`src/rtl/adder_feed_pkg.sv`:
```
// Shared types and constants for the adder operand feeder.
// Optional statistics counter is enabled with ADDER_FEED_STATS_EN.
package adder_feed_pkg;

  localparam int DATA_W_DEF = 4;
  localparam int STAT_W     = 16;

  typedef enum logic [0:0] {
    WAIT_A = 1'b0,
    WAIT_B = 1'b1
  } feed_state_e;

  typedef struct packed {
    logic [DATA_W_DEF-1:0] a;
    logic [DATA_W_DEF-1:0] b;
  } pair_t;

endpackage

```
`src/rtl/adder_feed_if.sv`:
```
// Operand stream in, issued pair out; the feeder connects through the slave modport.
interface adder_feed_if #(
  parameter int DATA_W = 4
);
  logic              in_valid;
  logic [DATA_W-1:0] in_data;
  logic              in_ready;
  logic              issue_en;
  logic [DATA_W-1:0] a;
  logic [DATA_W-1:0] b;
  logic              valid;

  modport master (output in_valid, in_data, issue_en, input in_ready, a, b, valid);
  modport slave  (input in_valid, in_data, issue_en, output in_ready, a, b, valid);
endinterface

```
`src/rtl/adder_feed_fifo.sv`:
```
// Synchronous FIFO of operand pairs; head entry is always visible on rdata_o.
module adder_feed_fifo
  import adder_feed_pkg::*;
#(
  parameter int  DEPTH   = 4,
  parameter type ENTRY_T = pair_t,
  parameter int  LVL_W   = $clog2(DEPTH+1)
) (
  input  logic             clk,
  input  logic             reset,
  input  logic             flush_i,
  input  logic             push_i,
  input  ENTRY_T           wdata_i,
  input  logic             pop_i,
  output ENTRY_T           rdata_o,
  output logic [LVL_W-1:0] level_o
);
  localparam int AW = $clog2(DEPTH);

  ENTRY_T           mem_q [DEPTH];
  logic [AW-1:0]    wptr_q, rptr_q;
  logic [LVL_W-1:0] level_q;

  always_ff @(posedge clk) begin
    if (reset || flush_i) begin
      wptr_q  <= '0;
      rptr_q  <= '0;
      level_q <= '0;
    end else begin
      if (push_i) wptr_q <= wptr_q + AW'(1);
      if (pop_i)  rptr_q <= rptr_q + AW'(1);
      case ({push_i, pop_i})
        2'b10:   level_q <= level_q + LVL_W'(1);
        2'b01:   level_q <= level_q - LVL_W'(1);
        default: level_q <= level_q;
      endcase
    end
  end

  // Storage needs no reset: level/pointers gate every read.
  always_ff @(posedge clk) begin
    if (push_i && !reset && !flush_i) mem_q[wptr_q] <= wdata_i;
  end

  assign rdata_o = mem_q[rptr_q];
  assign level_o = level_q;

endmodule

```
`src/rtl/adder_operand_feeder.sv`:
```
// Pairs a serial operand stream into (a, b), buffers pairs and issues them to the adder.
// ADDER_FEED_STATS_EN adds a 16-bit pair_count output of issued pairs.
module adder_operand_feeder
  import adder_feed_pkg::*;
#(
  parameter int DATA_W = DATA_W_DEF,
  parameter int DEPTH  = 4,
  parameter int LVL_W  = $clog2(DEPTH+1)
) (
  input  logic             clk,
  input  logic             reset,
  input  logic             flush,
  adder_feed_if.slave      bus,
`ifdef ADDER_FEED_STATS_EN
  output logic [STAT_W-1:0] pair_count,
`endif
  output logic [LVL_W-1:0] level
);
  typedef struct packed {
    logic [DATA_W-1:0] a;
    logic [DATA_W-1:0] b;
  } feed_pair_t;

  feed_state_e       state_q, state_d;
  logic [DATA_W-1:0] hold_q, hold_d;
  logic [DATA_W-1:0] a_q, a_d, b_q, b_d;
  logic              valid_q, valid_d;
  logic [LVL_W-1:0]  fifo_level;
  feed_pair_t        head, wpair;
  logic              in_ready, accept, push, pop;

  // Registered terms only, so issue_en never reaches in_ready combinationally.
  assign in_ready = (state_q == WAIT_A) || (fifo_level != LVL_W'(DEPTH));
  assign accept   = bus.in_valid && in_ready && !flush;
  assign push     = accept && (state_q == WAIT_B);
  assign pop      = (fifo_level != '0) && bus.issue_en && !flush;
  assign wpair    = '{a: hold_q, b: bus.in_data};

  adder_feed_fifo #(.DEPTH(DEPTH), .ENTRY_T(feed_pair_t), .LVL_W(LVL_W)) u_fifo (
    .clk     (clk),
    .reset   (reset),
    .flush_i (flush),
    .push_i  (push),
    .wdata_i (wpair),
    .pop_i   (pop),
    .rdata_o (head),
    .level_o (fifo_level)
  );

  always_comb begin
    state_d = state_q;
    hold_d  = hold_q;
    a_d     = a_q;
    b_d     = b_q;
    valid_d = pop;
    if (flush) begin
      state_d = WAIT_A;
      hold_d  = '0;
    end else if (accept) begin
      if (state_q == WAIT_A) begin
        hold_d  = bus.in_data;
        state_d = WAIT_B;
      end else begin
        state_d = WAIT_A;
      end
    end
    if (pop) begin
      a_d = head.a;
      b_d = head.b;
    end
  end

  always_ff @(posedge clk) begin
    if (reset) begin
      state_q <= WAIT_A;
      hold_q  <= '0;
      a_q     <= '0;
      b_q     <= '0;
      valid_q <= 1'b0;
    end else begin
      state_q <= state_d;
      hold_q  <= hold_d;
      a_q     <= a_d;
      b_q     <= b_d;
      valid_q <= valid_d;
    end
  end

`ifdef ADDER_FEED_STATS_EN
  logic [STAT_W-1:0] cnt_q;
  always_ff @(posedge clk) begin
    if (reset || flush) cnt_q <= '0;
    else if (pop)       cnt_q <= cnt_q + STAT_W'(1);
  end
  assign pair_count = cnt_q;
`endif

  assign bus.in_ready = in_ready;
  assign bus.a        = a_q;
  assign bus.b        = b_q;
  assign bus.valid    = valid_q;
  assign level        = fifo_level;

endmodule

```
`src/flat_wrapper.sv`:
```
// flat-port wrapper written by rule: the top's interface ports become plain ports
module adder_operand_feeder_flat import adder_feed_pkg::*;
#(
  parameter int DATA_W = DATA_W_DEF,
  parameter int DEPTH  = 4,
  parameter int LVL_W  = $clog2(DEPTH+1)
)
  (clk, reset, flush, level, bus_in_valid, bus_in_data, bus_issue_en, bus_in_ready, bus_a, bus_b, bus_valid);
  adder_feed_if #(.DATA_W(DATA_W)) bus_i ();
  input  logic clk;
  input  logic reset;
  input  logic flush;
  output logic [LVL_W-1:0] level;
  input wire logic [$bits(bus_i.in_valid)-1:0] bus_in_valid;
  input wire logic [$bits(bus_i.in_data)-1:0] bus_in_data;
  input wire logic [$bits(bus_i.issue_en)-1:0] bus_issue_en;
  output wire logic [$bits(bus_i.in_ready)-1:0] bus_in_ready;
  output wire logic [$bits(bus_i.a)-1:0] bus_a;
  output wire logic [$bits(bus_i.b)-1:0] bus_b;
  output wire logic [$bits(bus_i.valid)-1:0] bus_valid;
  assign bus_i.in_valid = bus_in_valid;
  assign bus_i.in_data = bus_in_data;
  assign bus_i.issue_en = bus_issue_en;
  assign bus_in_ready = bus_i.in_ready;
  assign bus_a = bus_i.a;
  assign bus_b = bus_i.b;
  assign bus_valid = bus_i.valid;
  adder_operand_feeder #(.DATA_W(DATA_W), .DEPTH(DEPTH), .LVL_W(LVL_W)) u_core (.clk(clk), .reset(reset), .flush(flush), .bus(bus_i), .level(level));
endmodule
```
`config.mk`:
```
export PLATFORM = sky130hd
export DESIGN_NAME = adder_operand_feeder_flat
export DESIGN_NICKNAME = d
export VERILOG_FILES = /design/src/rtl/adder_feed_pkg.sv /design/src/rtl/adder_feed_if.sv /design/src/rtl/adder_feed_fifo.sv /design/src/rtl/adder_operand_feeder.sv /design/src/flat_wrapper.sv
export SDC_FILE = /design/constraint.sdc
export NUM_CORES = 1
export LEC_CHECK = 0
export CAP_MARGIN = 20
export CORE_UTILIZATION = 42
export CTS_CLUSTER_SIZE = 8
export DETAILED_ROUTE_END_ITERATION = 7
export MAX_ROUTING_LAYER = met4
export SYNTH_ARGS = -nofsm -noshare
export SYNTH_HDL_FRONTEND = slang
export SYNTH_SLANG_ARGS = --single-unit
```
`constraint.sdc`:
```
create_clock -name clk -period 2.8 [get_ports clk]
set_input_delay 0.56 -clock clk [delete_from_list [all_inputs] [get_ports clk]]
set_output_delay 0.56 -clock clk [all_outputs]
set_load 0.01 [all_outputs]
```
**Word level (Yosys, flattened, before mapping)**

Memory sizes are Yosys's and may differ from the RTL's. A register that Yosys moved wholly into a read port is not among the register bits.
Cells that the tools add are included.

- Flip-flop bits (word level): 13
- Memory bits (writable): 32
- Input bits: 9
- Output and inout port bits: 13
- Logic and storage cells: 34
- Memories kept: 1

- Add/subtract/negate cells: 4
- Equality and inequality tests: 3
- Muxes and demuxes: 4
- Bitwise operators: 1
- Reductions and logical operators: 15

Memories:

| memory | depth | width | read ports | clocked after memory_dff | wr ports | RTL line | text |
|---|---|---|---|---|---|---|---|
| u_core.u_fifo.mem_q | 4 | 8 | 1 | 1 | 1 | adder_feed_fifo.sv:20 | `ENTRY_T mem_q [DEPTH];` |

Operators with widths:

| kind | number |
|---|---|
| logical AND 1 bit | 7 |
| case mux 3 bit (2 select lines) | 1 |
| adder 2 x 1 -> 2 bit, second input constant | 2 |
| adder 3 x 1 -> 3 bit, second input constant | 1 |
| two-way mux 1 bit | 3 |
| != test 3 bit, second input constant | 1 |
| nonzero test 3 bit | 1 |
| subtractor 3 x 1 -> 3 bit, second input constant | 1 |
| equality test 2 x 1 -> 1 bit, second input constant | 1 |
| equality test 2 bit, second input constant | 1 |
| zero test 1 bit | 2 |
| logical OR 1 bit | 2 |
| AND reduction 2 bit | 1 |
| nonzero test 2 bit | 1 |
| OR reduction 2 bit | 1 |
| inverter 1 bit | 1 |

**Longest topological paths before layout**

Gate-level depths: netlist of the first run.

- Word-level depth: 9
- Gate-level depth with buffers: 9
- Mapped depth without buffers: 9

**By module**

From an unflattened synthesis of the first run, not the netlist that was laid out.

- Cell total of the unflattened synthesis: 145
- Area, all modules: 2199.6 sq um

Modules (own cells, without submodules):

| module | instances | cells each | area an instance (sq um) | seq. area each (sq um) |
|---|---|---|---|---|
| adder_feed_fifo | 1 | 85 | 1580.3 | 1141.1 |
| adder_operand_feeder | 1 | 60 | 619.3 | 280.3 |

**Worst setup path after synthesis of the first run**

Ideal clock, no wire load.

- Path type: input -> register
- Start: input port flush
- End: register u_core.u_fifo.level_q[2] (netlist: u_core.u_fifo.level_o[2])
- Library setup time: 70 ps
- Data arrival time: 2156 ps
- Required time: 2730 ps
- Slack: 574 ps
- Cell stages on the path: 9
- Buffers on the path: 1
- Cell sequence: nand2b_1 clkbuf_1 nor2_1 ha_1 inv_1 fa_1 xor2_1 or3_1 a21oi_1

- Elaborated cells on any way between the ends: 9
- Those cells by class: 2 x eq/ne; 1 x mux; 6 x reduce/logical

RTL lines:

| item | RTL line | text |
|---|---|---|
| from (decl) | flat_wrapper.sv:12 | `input logic flush;` |
| zero test 1 bit (*) | adder_operand_feeder.sv:36 | `assign pop = (fifo_level != '0) && bus.issue_en && !flush;` |
| logical AND 1 bit (*) | adder_operand_feeder.sv:36 |  |
| named net u_core.pop | adder_operand_feeder.sv:30 | `logic in_ready, accept, push, pop;` |
| equality test 2 x 1 -> 1 bit or equality test 2 bit (tied branches) | adder_feed_fifo.sv:32 | `case ({push_i, pop_i})` |
| case mux 3 bit (2 select lines) or nonzero test 2 bit (tied branches) | n/a |  |
| to (signal assigned) | adder_feed_fifo.sv:33 | `2'b10: level_q <= level_q + LVL_W'(1);` |
| to (signal assigned) | adder_feed_fifo.sv:34 | `2'b01: level_q <= level_q - LVL_W'(1);` |
| to (signal assigned) | adder_feed_fifo.sv:35 | `default: level_q <= level_q;` |
| to (decl) | adder_feed_fifo.sv:22 | `logic [LVL_W-1:0] level_q;` |

The timed path passes the listed nets; every way through them passes the cells marked *.
A chain may end at the register's enable or synchronous reset.

**Worst setup path in the final report of the first run**

- Start: input port flush
- End: register u_core.u_fifo.level_q[2] (netlist: u_core.u_fifo.level_o[2])

- Cells in the longest elaborated chain, start to end: 5
- Elaborated cells on any way between the ends: 9
- Those cells by class: 2 x eq/ne; 1 x mux; 6 x reduce/logical

RTL lines:

| item | RTL line | text |
|---|---|---|
| zero test 1 bit | adder_operand_feeder.sv:34, adder_operand_feeder.sv:36 |  |
| logical AND 1 bit | adder_operand_feeder.sv:34 | `assign accept = bus.in_valid && in_ready && !flush;` |
| logical AND 1 bit | adder_operand_feeder.sv:35 | `assign push = accept && (state_q == WAIT_B);` |
| equality test 2 x 1 -> 1 bit or equality test 2 bit (tied branches) | adder_feed_fifo.sv:32 |  |
| case mux 3 bit (2 select lines) or nonzero test 2 bit (tied branches) | n/a |  |

Several ways; a longest one is shown, not always the timed one.

==> qor.yml, run 1 <==
die:
  ios: 22
  dieArea_mm2: 0.00543
  start_util: 0.448
  die_w_um: 73.7
  die_y_um: 73.7
  coreArea_mm2: 0.00482
  rows: 25
sta:
  setup_tns_ps: 0
  maxSlewViolCount: 0
  hold_violations: 0
  skew_ps: 7.12
  worst_pin_slew_ps: 592
  period_needed_ps: 2420
  post-route-period-util: 0.863
  setup_viol_count_final: 0
  rsz0062_at_grt: "no"
  whs_ps: 481
  max_freq_mhz: 414
  relSlewSlack: 0.605
logic_synthesis:
  ys_warn_count: 0
  synth_compound_area_frac: 0.0661
  postSynthCellCount: 157
  synth_nets: 172
  synth_mux_area_frac: 0.116
  synth_fa_ha_area_frac: 0.0383
  ys_ff_latch: 53
  synth_top_family_by_area: "multiplexers"
  synth-simple-area-share: 0.0986
  synth_area_mm2: 0.00216
  syn-mean-instance-area_um2: 13.7
  synth_xor_area_frac: 0.00812
  ys_seq_area_frac: 0.640
  synth_cell_types: 30
global_route:
  track_usage: 0.159
  grt_max_degree: 19
  antenna_found_initial: 0
  grt_pass1_wl_mm: 5.97
  grt_pass1_vias: 1225
  grt_overflow: 0
finish:
  synthToLayoutAreaGrowth_pct: 16.6
  num_antenna_cells: 0
  final_cell_mix: "32 x edfxtp_1, 21 x clkdlybuf4s50_1, 21 x dfxtp_1"
  nNetsFinal: 193
  layout_commonest_cell: "edfxtp_1"
  stdcell_area_mm2: 0.00252
  fillerInstances: 429
  layoutNonFillerInstCount: 246
  final_core_utilization: 0.522
  layout-drive-gt1-share: 0.0726
clock_network:
  h-tree-depth: 2
  cts_buffer_depth: 2
  cts_resized: 0
  clock_sinks: 53
  clkTransAtPathRegs_ps: 100
  clkLatencyLatePin_ps: 310
  hold_buffers: 0
  cts_setup_buffers: 0
  root_buffer: "clkbuf_8"
  cts_buffers: 5
  cts_tree: "yes"
min_path:
  hp-start: "u_core.bus.a[1]$_SDFFE_PP0P_"
  whs_endpoint: "u_core.bus.a[1]$_SDFFE_PP0P_"
  hold_class: "reg2reg"
  min_path_cells: 2
route:
  drc: 0
  first_pass_iters: 4
  routed_wl_mm: 3.70
  vias: 1274
  wl_per_cell_um: 15.0
  avgViaCountPerCell: 5.18
  drt_iter0_markers: 54
  ant_nets: 0
power:
  p_per_area_mw_per_mm2: 521
  cellLeakagePower_nw: 0.852
  vdd_drop_max_uv: 329
job:
  maxCapViolCount: 0
worst_setup_path:
  worstReg2RegStart: "u_core.u_fifo.level_o[2]$_SDFFE_PP0P_"
  r2r_setup_slack_ps: 420
  worstSetupPathType: "in2reg"
  reg2reg_depth: 9
  required_ps: 3040
  timing.rr.end: "u_core.u_fifo.level_o[2]$_SDFFE_PP0P_"
  worstSetupStartpointType: "input port"
  worst_setup_path_end_kind: "flop"
  crit_fanout: 6
  cp.arrival_ps: 2660
placement:
  place_area_mm2: 0.00242
  numPortBuffers: 21
  dpl.hpwl_mm: 2.60
  dp_cells: 238
  gp_congestion: 0.808
status:
  outcome: "completed"
## layer usage
metal / vias up / track usage / wire length (um)
li1: 623 / - / -
met1: 620 / 0.185 / 1630
met2: 26 / 0.269 / 1860
met3: 5 / 0.0453 / 169
met4: 0 / 0.0449 / 47
met5: - / - / 0
## per-stage QoR
step,setup WS (ps),power [mW]
after floorplan,574,0.869
after global placement,141,0.890
after detailed placement,68.6,0.891
after CTS,392,1.33
after global routing,210,1.36
final,384,1.31
## area by class of cell
type / instances / area [um2] / area share
clock inverter: 3 / 25.0 / 0.00995
clock buffer: 5 / 68.8 / 0.0273
tap: 67 / 83.8 / 0.0333
sequential: 53 / 1380 / 0.549
inverter: 7 / 26.3 / 0.0104
multi-input combinational: 88 / 706 / 0.280
timing repair buffer: 23 / 225 / 0.0895
## cell families (layout without fill, tap and decap cells)
kind of cell	count (synthesis)	in the layout
fa+ha+maj	6	6
flops	53	53
compound gates	28	28
mux	12	12
simple gates	40	40
xor+xnor	2	2
buf+inv	16	38
## Yosys cell counts
cell	count	area [um2]
xor2_1	2	17.5
mux2i_1	4	40.0
dfxtp_1	21	420
clkbuf_1	6	22.5
edfxtp_1	32	961
buf_6	1	11.3
nand2_1	1	3.75
nor3_1	2	10.0
or4_1	1	7.51
buf_2	1	5.00
a21oi_1	14	70.1
or2_2	1	6.26
fa_1	1	20.0
nand3b_1	1	7.51
ha_1	5	62.6
nor2b_1	2	12.5
nor3b_1	1	7.51
inv_2	1	3.75
o21ai_0	13	65.1
inv_1	6	22.5
nand3_1	11	55.1
or3_1	2	12.5
or3b_2	1	8.76
nor2_1	11	41.3
and3_1	4	25.0
nand2b_1	1	6.26
and3b_1	1	8.76
clkbuf_2	1	5.00
mux4_1	8	210
o31ai_1	1	7.51
## flip-flops by register name, summed over array words and instances (netlist names)
name,count
u_core.u_fifo.mem_q,32
u_core.bus.b,4
u_core.u_fifo.wptr_q,2
u_core.hold_q,4
u_core.bus.a,4
u_core.u_fifo.level_o,3
u_core.bus.valid,1
u_core.state_q,1
u_core.u_fifo.rptr_q,2
## how the worst max path moves through the flow
stage	startpoint	to	slack, ps
final	flush	u_core.u_fifo.level_o[2]$_SDFFE_PP0P_	380
after global placement	flush	u_core.u_fifo.level_o[2]$_SDFFE_PP0P_	140
after detailed placement	flush	u_core.u_fifo.level_o[2]$_SDFFE_PP0P_	70
after floorplan	flush	u_core.u_fifo.level_o[2]$_SDFFE_PP0P_	570
after global routing	u_core.u_fifo.level_o[2]$_SDFFE_PP0P_	u_core.u_fifo.level_o[2]$_SDFFE_PP0P_	210
after CTS	flush	u_core.u_fifo.level_o[2]$_SDFFE_PP0P_	390
## where the power goes
part | switching (mW) | internal, mW | leakage (nW)
clock | 0.256 | 0.182 | 0.0452
combinational | 0.0237 | 0.0195 | 0.327
sequential | 0.00372 | 0.826 | 0.480
total | 0.284 | 1.03 | 0.852
## worst max-delay path, stage by stage
cell             delay, ps
clkdlybuf4s50_1        540
nand3b_1               160
nor2_1                 100
inv_1                   90
ha_1                   180
inv_1                   60
fa_1                   370
xor2_1                 160
or3_1                  300
a21oi_1                140
(Power assumes the default switching activity.)
==> run 2: changes to the inputs <==
--- a/config.mk
+++ b/config.mk
@@ -6,10 +6,12 @@
 export NUM_CORES = 1
 export LEC_CHECK = 0
 export CAP_MARGIN = 20
-export CORE_UTILIZATION = 42
+export CORE_UTILIZATION = 50
 export CTS_CLUSTER_SIZE = 8
 export DETAILED_ROUTE_END_ITERATION = 7
 export MAX_ROUTING_LAYER = met4
+export PLACE_DENSITY = 0.72
 export SYNTH_ARGS = -nofsm -noshare
 export SYNTH_HDL_FRONTEND = slang
 export SYNTH_SLANG_ARGS = --single-unit
+export TNS_END_PERCENT = 5
==> constraint.sdc (replaced) <==
create_clock -name clk -period 2.6 [get_ports clk]
set_input_delay 0.52 -clock clk [delete_from_list [all_inputs] [get_ports clk]]
set_output_delay 0.52 -clock clk [all_outputs]
set_load 0.01 [all_outputs]
==> run 2 against run 1 <==
- die area is 16% lower
- core utilization is 9.8 points higher
- cell count shrank 5.7%
- sequential power rose by 7.7%
- routed wire length is 2.6% higher
- global-route usage is 4.1 points higher
- combinational power is 15% higher
- clock skew down 5.5 ps
- hold slack improved by 1.8 ps
- register-to-register slack lost 110 ps
- sequential cell count stayed put
- critical path type unchanged
==> qor.yml, run 2 (synthesis gave the netlist of run 1 again) <==
global_route:
  grt_max_degree: 19  # unchanged
  grt_pass1_vias: 1217  # was 1225
  antenna_found_initial: 0  # unchanged
  track_usage: 0.200  # was 0.159
  grt_pass1_wl_mm: 6.17  # was 5.97 mm
  grt_overflow: 0  # unchanged
sta:
  worst_pin_slew_ps: 580  # was 592 ps
  hold_violations: 0  # unchanged
  setup_tns_ps: 0  # unchanged
  max_freq_mhz: 434
  skew_ps: 1.65  # was 7.12 ps
  relSlewSlack: 0.613  # was 0.605
  maxSlewViolCount: 0  # unchanged
  post-route-period-util: 0.887
  rsz0062_at_grt: "no"  # unchanged
  period_needed_ps: 2310
  setup_viol_count_final: 0  # unchanged
  whs_ps: 482  # was 481 ps
clock_network:
  h-tree-depth: 2  # unchanged
  clock_sinks: 53  # unchanged
  cts_setup_buffers: 0  # unchanged
  root_buffer: "clkbuf_8"  # unchanged
  hold_buffers: 0  # unchanged
  cts_tree: "yes"  # unchanged
  cts_resized: 0  # unchanged
  cts_buffers: 5  # unchanged
  cts_buffer_depth: 2  # unchanged
  clkLatencyLatePin_ps: 300  # was 310 ps
  clkTransAtPathRegs_ps: 90  # was 100 ps
worst_setup_path:
  crit_fanout: 4  # was 6
  worstSetupStartpointType: "input port"  # unchanged
  cp.arrival_ps: 2550  # was 2660 ps
  reg2reg_depth: 9  # unchanged
  worstSetupPathType: "in2reg"  # unchanged
  required_ps: 2840  # was 3040 ps
  worst_setup_path_end_kind: "flop"  # unchanged
finish:
  nNetsFinal: 196  # was 193
  stdcell_area_mm2: 0.00252  # about the same
  final_core_utilization: 0.620  # was 0.522
  layout-drive-gt1-share: 0.0879  # was 0.0726
  layoutNonFillerInstCount: 232  # was 246
  regMostFlops: "u_core.u_fifo.mem_q"  # unchanged
  num_antenna_cells: 0  # unchanged
  synthToLayoutAreaGrowth_pct: 16.7  # was 16.6%
  largest_register_ffs: 32  # unchanged
  fillerInstances: 298  # was 429
  final_cell_mix: "32 x edfxtp_1, 21 x clkdlybuf4s50_1, 21 x dfxtp_1"  # unchanged
  layout_commonest_cell: "edfxtp_1"  # unchanged
route:
  ant_nets: 0  # unchanged
  drc: 0  # unchanged
  first_pass_iters: 4  # unchanged
  vias: 1285  # was 1274
  drt_iter0_markers: 74  # was 54
  routed_wl_mm: 3.80  # was 3.70 mm
  wl_per_cell_um: 16.4  # was 15.0 um
  avgViaCountPerCell: 5.54  # was 5.18
power:
  share_seq_of_total_power: 0.634  # was 0.633
  p_clk_frac: 0.330  # was 0.334
  p_per_area_mw_per_mm2: 560  # was 521 mW/mm2
  cellLeakagePower_nw: 0.867  # was 0.852 nW
  swShare: 0.214  # was 0.216
  vdd_drop_max_uv: 385  # was 329 uV
  p_int_mw: 1.11  # was 1.03 mW
  switching_power_uw: 301  # was 284 uW
  comb_power_share: 0.035  # was 0.033
die:
  coreArea_mm2: 0.00406  # was 0.00482 mm2
  dieArea_mm2: 0.00458  # was 0.00543 mm2
  die_y_um: 67.7  # was 73.7 um
  die_w_um: 67.7  # was 73.7 um
  ios: 22  # unchanged
  start_util: 0.532  # was 0.448
  rows: 23  # was 25
status:
  outcome: "completed"  # unchanged
placement:
  gp_congestion: 0.830  # was 0.808
  dp_cells: 224  # was 238
  numPortBuffers: 21  # unchanged
  place_area_mm2: 0.00242  # about the same
  dpl.hpwl_mm: 2.64  # was 2.60 mm
job:
  maxCapViolCount: 0  # unchanged
min_path:
  hold_class: "reg2reg"  # unchanged
  min_path_cells: 2  # unchanged
run 2: changes by cell type in the layout (fill, tap and decap cells not counted), sizes merged:
cell	before	now
buf	2	5
inv	9	8
clkinv	0	1
run 2: power groups by stage:
stage                     sequential, mW  combinational, mW  clock [mW]
after floorplan                    0.912             0.0233           0
after global placement             0.913             0.0473           0
after detailed placement           0.913             0.0493           0
after CTS                          0.894             0.0499       0.479
after global routing               0.895             0.0548       0.511
final                              0.894             0.0495       0.465
run 2: path summary, 6_finish.rpt:
check                                   startpoint  slack [ps]                                    end
max                                          flush         290  u_core.u_fifo.level_o[2]$_SDFFE_PP0P_
max reg2reg  u_core.u_fifo.level_o[2]$_SDFFE_PP0P_         310  u_core.u_fifo.level_o[2]$_SDFFE_PP0P_
min reg2reg           u_core.bus.b[3]$_SDFFE_PP0P_         480           u_core.bus.b[3]$_SDFFE_PP0P_
min                   u_core.bus.b[3]$_SDFFE_PP0P_         480           u_core.bus.b[3]$_SDFFE_PP0P_
run 2: cell type report:
type / count / area, um2 / share of cell area
Tap cell: 50 / 62.6 / 0.0249
Clock buffer: 5 / 68.8 / 0.0273
Timing Repair Buffer: 26 / 248 / 0.0984
Sequential cell: 53 / 1380 / 0.549
Multi-Input combinational cell: 88 / 706 / 0.280
Inverter: 7 / 26.3 / 0.0104
Clock inverter: 3 / 25.0 / 0.00994
run 2: worst max-delay path, cell delays in order:
cell             delay (ps)
clkdlybuf4s50_1         520
nand3b_1                160
nor2_1                   60
inv_1                    70
ha_1                    170
inv_1                    60
fa_1                    370
xor2_1                  150
or3_1                   310
a21oi_1                 150
run 2: per-layer routing:
layer  vias to the layer above  share of wire  track usage  routed length, um
li1                        633              -            -                  -
met1                       614           0.44        0.249               1660
met2                        32           0.50        0.317               1910
met3                         6          0.049       0.0456                185
met4                         0         0.0095       0.0745                 36
met5                         -              0            -                  0
run 2: stage by stage:
stage	worst slack [ps]	power, mW
floorplan	414	0.935
global placement	63.9	0.960
detailed placement	-14.7	0.962
CTS	303	1.42
global route	117	1.46
finish	294	1.41
